===== config.mk =====
export PLATFORM = sky130hd
export DESIGN_NAME = regfile_scoreboard
export DESIGN_NICKNAME = d
export VERILOG_FILES = /design/src/rtl/regfile_scoreboard.sv
export SDC_FILE = /design/constraint.sdc
export NUM_CORES = 2
export LEC_CHECK = 0
export BUFFER_PORTS_ARGS = -buffer_cell sky130_fd_sc_hd__buf_4
export CORE_MARGIN = 2
export CORE_UTILIZATION = 30
export CTS_BUF_LIST = sky130_fd_sc_hd__clkbuf_2
export DETAILED_ROUTE_END_ITERATION = 8
export GPL_TIMING_DRIVEN = 0
export MAX_ROUTING_LAYER = met4
export PLACE_DENSITY = 0.51
export SLEW_MARGIN = 15
export SYNTH_ARGS = -nofsm -noshare
export SYNTH_HDL_FRONTEND = slang
export SYNTH_SLANG_ARGS = --single-unit

===== constraint.sdc =====
create_clock -name clk -period 5.65 [get_ports clk]
set_input_delay 0 -clock clk [delete_from_list [all_inputs] [get_ports clk]]
set_output_delay 0 -clock clk [all_outputs]
set_load 0.03 [all_outputs]

===== src/rtl/regfile_scoreboard.sv =====
// Integer register file x0..x31 with per-register saturating pending-write counters for RAW/WAW stalls.
// Optional same-cycle writeback-to-read forwarding when REGFILE_WB_BYPASS_EN is defined.
module regfile_scoreboard #(
    parameter int unsigned XLEN  = 32,
    parameter int unsigned CNT_W = 2
) (
    input  logic            clk,
    input  logic            rst,
    input  logic [4:0]      r0num_i,
    input  logic            r0valid_i,
    input  logic [4:0]      r1num_i,
    input  logic            r1valid_i,
    input  logic [4:0]      rdnum_i,
    input  logic            rdreserve_i,
    output logic [XLEN-1:0] r0data_o,
    output logic [XLEN-1:0] r1data_o,
    output logic            rsreserved_o,
    input  logic            wb_valid_i,
    input  logic [4:0]      wb_num_i,
    input  logic [XLEN-1:0] wb_data_i,
    input  logic            flush_i,
    output logic            err_o
);

    localparam int unsigned NREG = 32;
    localparam logic [CNT_W-1:0] CNT_MAX  = '1;
    localparam logic [CNT_W-1:0] CNT_ONE  = CNT_W'(1);
    localparam logic [CNT_W-1:0] CNT_ZERO = '0;

    logic [XLEN-1:0]  regs    [NREG];
    logic [CNT_W-1:0] cnt     [NREG];
    logic [CNT_W-1:0] cnt_nxt [NREG];

    logic [NREG-1:0] inc_c;
    logic [NREG-1:0] dec_c;
    logic            wb_en_c;
    logic            err_set_c;
    logic            busy0_c;
    logic            busy1_c;
    logic            sat_c;

    assign wb_en_c = wb_valid_i && (wb_num_i != 5'd0);

    // One-hot reserve/release strobes; x0 never gets either.
    always_comb begin
        inc_c = '0;
        dec_c = '0;
        if (rdreserve_i && (rdnum_i != 5'd0)) begin
            inc_c[rdnum_i] = 1'b1;
        end
        if (wb_en_c) begin
            dec_c[wb_num_i] = 1'b1;
        end
    end

    // Counter next-state; flush overrides any reserve/release and masks their errors.
    always_comb begin
        err_set_c = 1'b0;
        for (int n = 0; n < NREG; n++) begin
            cnt_nxt[n] = cnt[n];
            if (n == 0 || flush_i) begin
                cnt_nxt[n] = CNT_ZERO;
            end else if (inc_c[n] && !dec_c[n]) begin
                if (cnt[n] == CNT_MAX) begin
                    err_set_c = 1'b1;
                end else begin
                    cnt_nxt[n] = cnt[n] + CNT_ONE;
                end
            end else if (dec_c[n] && !inc_c[n]) begin
                if (cnt[n] == CNT_ZERO) begin
                    err_set_c = 1'b1;
                end else begin
                    cnt_nxt[n] = cnt[n] - CNT_ONE;
                end
            end
        end
    end

    // Register file, counters and sticky error.
    always_ff @(posedge clk) begin
        if (rst) begin
            for (int n = 0; n < NREG; n++) begin
                regs[n] <= '0;
                cnt[n]  <= '0;
            end
            err_o <= 1'b0;
        end else begin
            if (wb_en_c) begin
                regs[wb_num_i] <= wb_data_i;
            end
            for (int n = 0; n < NREG; n++) begin
                cnt[n] <= cnt_nxt[n];
            end
            if (err_set_c) begin
                err_o <= 1'b1;
            end
        end
    end

    // Source read ports.
    always_comb begin
        r0data_o = (r0num_i == 5'd0) ? '0 : regs[r0num_i];
        r1data_o = (r1num_i == 5'd0) ? '0 : regs[r1num_i];
`ifdef REGFILE_WB_BYPASS_EN
        if (wb_en_c && (wb_num_i == r0num_i)) begin
            r0data_o = wb_data_i;
        end
        if (wb_en_c && (wb_num_i == r1num_i)) begin
            r1data_o = wb_data_i;
        end
`endif
    end

    // Stall; the rd term ignores rdreserve_i so decode can gate its reserve with it.
    always_comb begin
        busy0_c = r0valid_i && (cnt[r0num_i] != CNT_ZERO);
        busy1_c = r1valid_i && (cnt[r1num_i] != CNT_ZERO);
`ifdef REGFILE_WB_BYPASS_EN
        // Last outstanding writer retiring now releases the source this cycle.
        if (dec_c[r0num_i] && (cnt[r0num_i] == CNT_ONE) && !inc_c[r0num_i]) begin
            busy0_c = 1'b0;
        end
        if (dec_c[r1num_i] && (cnt[r1num_i] == CNT_ONE) && !inc_c[r1num_i]) begin
            busy1_c = 1'b0;
        end
`endif
        sat_c        = (rdnum_i != 5'd0) && (cnt[rdnum_i] == CNT_MAX);
        rsreserved_o = busy0_c || busy1_c || sat_c;
    end

endmodule


==> results by group <==
Layout
  – Syn-to-layout area delta: 14.6%
  – Filler cells: ~20k
  – Layout cells sized above 1: 0.279
  – Final core occ: 0.346
  – Final instance area: roughly 69000 µm²
  – Nets: 4854

Power and ir drop
  – Lkg Pwr: roughly 24 nW
  – Maximum vdd drop: between 0.15 and 0.2 mV
  – PwrDens: between 200 and 300 nW/µm²

Timing
  – Setup violators final: 0
  – Final Skew: a little under 80 ps
  – Final min period: 4840 ps
  – Max-slew headroom: 0.0721
  – Worst Max-Slew Pin Slew: around 1400 ps
  – Setup TNS Final: 0 ps
  – Final Max Tran Viols: 0
  – Unrepaired setup endpoints after global routing: no
  – Hold Vio Cnt, Final: 0
  – Max Fclk: between 0.2 and 0.25 GHz
  – Fin crit share: 0.857

Routing
  – Wirelength per Cell: roughly 31 µm
  – Vias/cell: around 5.4
  – DR iter-0 viols: 4680
  – Vias: between 40k and 50k
  – Routed Antenna Nets: 0
  – DRT Pass-1 Iters: 6
  – DRC viols: 0
  – Drt total wl: around 230000 µm

Setup path
  – Buf+Inv Stages, Crit Path: 10
  – Crit path kind: input port to register
  – Startpoint types: input port
  – Slowest stage cell, crit path: nor4b_1
  – Worst path cell trace: dlygate4sd3_1 -> dlygate4sd3_1 -> clkbuf_1 -> dlygate4sd3_1 -> and3b_1 -> dlygate4sd3_1 -> clkbuf_1 -> nand2_1 -> dlygate4sd3_1 -> inv_1 -> ha_1 -> nor4b_1 -> a31oi_1 -> nand4_1 -> nor4_1 -> a31oi_1 -> dlygate4sd3_1 -> o21ba_1 -> dlygate4sd3_1
  – Crit path top cell by count: dlygate4sd3_1
  – Crit path max fanout: 5
  – CP max stage delay: 850 ps
  – Worst setup EP type: register
  – Worst Path Required: 7310 ps
  – Largest delay contributor family on the critical path: buffers and inverters
  – Worst Path Arrival: approximately 6500 ps

Floorplan
  – Cell Rows: 164
  – Die area: about 200000 µm²
  – Die X: ~450 µm
  – Core ar.: approximately 200000 µm²
  – Starting Density: 0.302
  – Die Y: between 400 and 500 µm
  – # IOs: about 130

Synth
  – Synth Cell Area: roughly 60000 µm²
  – Predominant post-synthesis flop cell: edfxtp_1
  – Warnings, synthesis: 0
  – Mean Syn Cell Area: 14.7 µm²
  – Count of different cell masters after synthesis: 52
  – Yosys reg bits: about 1.1k
  – Post-synth EDFFs: around 1.0k
  – Sequential area share after synthesis: 0.532
  – Count of mapped cells out of synthesis: 4099
  – Async SR Flop Fraction: 0

Clock tree
  – Maximum clock insertion buffer count: 4
  – Clock Sinks: roughly 1.1k
  – Total CTS buffers: approximately 310
  – Clk slew on worst S/H paths: around 110 ps
  – H-tree depth: 5
  – Clock root cell: clkbuf_2
  – # Post-CTS Setup Buffers: 0
  – CTS tree: yes
  – Clk_lat worst skew: 1710 ps

Outcome
  – Status: complete, no violations

Placed design
  – GP Congestion: 0.962
  – Port bufs: roughly 110
  – DP Area: around 65000 µm²
  – Final HPWL DP: around 170000 µm

Min path
  – Hold Path Class: input port to register

Global routing
  – First-pass GRT wire length: between 300000 and 400000 µm
  – Total track usage: 0.231
  – Total grt overflow: 0
  – Initial antenna violation count: 12
  – Vias in the first global route: 41.4k
  – Largest net degree at the start of global routing: 33

Run
  – Total of max-cap violations: 0
[routing by layer]
layer	wire, µm	track usage
met5	0	-
met4	12200	0.110
met3	16700	0.0407
met2	111000	0.365
met1	92200	0.289
[power breakdown]
part	internal (W)	switching [W]
clock network	0.00214	0.00363
registers	0.00922	0.000204
logic	0.00119	0.00172
total	0.0126	0.00556
[registers in the layout, summed over array words and instances, names as in the netlist]
register and flops:
err_o 1, cnt 62, regs 1024
[timing repair]
action / in CTS / in global routing
endpoints found under the hold margin: 2079 / 1
resized for setup: 0 / 0
hold buffers: 164 / 1
[worst min-delay path, stage by stage]
cell           delay (ps)
dlygate4sd3_1         530
buf_4                 140
dlygate4sd3_1         690
clkbuf_1              270
and2_1                190
[synthesized netlist by cell type, types with 28 or more instances]
| library cell | instances | area, µm² |
|---|---|---|
| inv_1 | 85 | 319 |
| ha_1 | 62 | 776 |
| a21oi_1 | 80 | 400 |
| dfxtp_1 | 63 | 1260 |
| buf_2 | 44 | 220 |
| mux2i_1 | 33 | 330 |
| mux4_2 | 662 | 14900 |
| clkbuf_1 | 321 | 1200 |
| nand2b_1 | 47 | 294 |
| edfxtp_1 | 1024 | 30700 |
| nor2b_1 | 28 | 175 |
| and2_1 | 997 | 6240 |
| o21ai_0 | 85 | 425 |
| nor2_1 | 148 | 556 |
| nand2_1 | 162 | 608 |
[stage by stage]
| step | instances | hold WS [ps] | setup WS, ps | total power (W) |
|---|---|---|---|---|
| floorplan | 4130 | 198 | 3280 | 0.0112 |
| global placement | 6898 | 337 | 912 | 0.0124 |
| detailed placement | 6910 | 340 | 1610 | 0.0124 |
| CTS | 7573 | 1.79 | 1090 | 0.0182 |
| global route | 7586 | 6.13 | 860 | 0.0187 |
| finish | 7590 | 121 | 806 | 0.0181 |
[path summary, 6_finish.rpt]
| kind | start | end | slack, ps | depth (start not counted) |
|---|---|---|---|---|
| worst min-delay path | wb_data_i[17] | regs[14][17] | 120 | 5 |
| worst max register to register | cnt[12][0] | err_o | 2410 | 9 |
| worst min register to register | cnt[29][1] | cnt[29][1] | 550 | 2 |
| worst max-delay path | rdnum_i[3] | err_o | 810 | 19 |
[cell type report]
type                       instances  area, µm²  share of cell area
sequential                      1087      32000               0.464
multi-input combinational       2545      26400               0.382
tap                             2656       3320              0.0481
timing repair buffer             290       2730              0.0395
clock buffer                     455       2280              0.0330
buffer                           411       1760              0.0255
inverter                          87        327             0.00473
clock inverter                    44        196             0.00284
antenna                           15       37.5            0.000544
[cell families after synthesis]
family,count (synthesis),share of synthesized area
compound gates,249,0.0241
fa+ha+maj,62,0.0129
buf+inv,498,0.0344
flops,1087,0.532
mux,697,0.253
other cells,1,0.0000623
simple gates,1505,0.144
[cell usage in the layout, fill, tap and decap left out, drive strengths merged, types with 4 or more instances in the layout]
master	instances
edfxtp	1024
and2	1000
clkbuf	776
mux4	662
buf	215
dlygate4sd3	165
nand2	162
nor2	148
inv	90
o21ai	85
a21oi	80
dfxtp	63
ha	62
nand2b	47
clkinv	40
mux2i	33
conb	32
nor2b	28
a31oi	26
nor3	24
nand3	24
nor4b	22
a221oi	18
diode	15
o22ai	13
nand4	13
or2	13
a22oi	9
a211oi	6
nand3b	5
and3	5
nor3b	4
(Power assumes the default switching activity.)
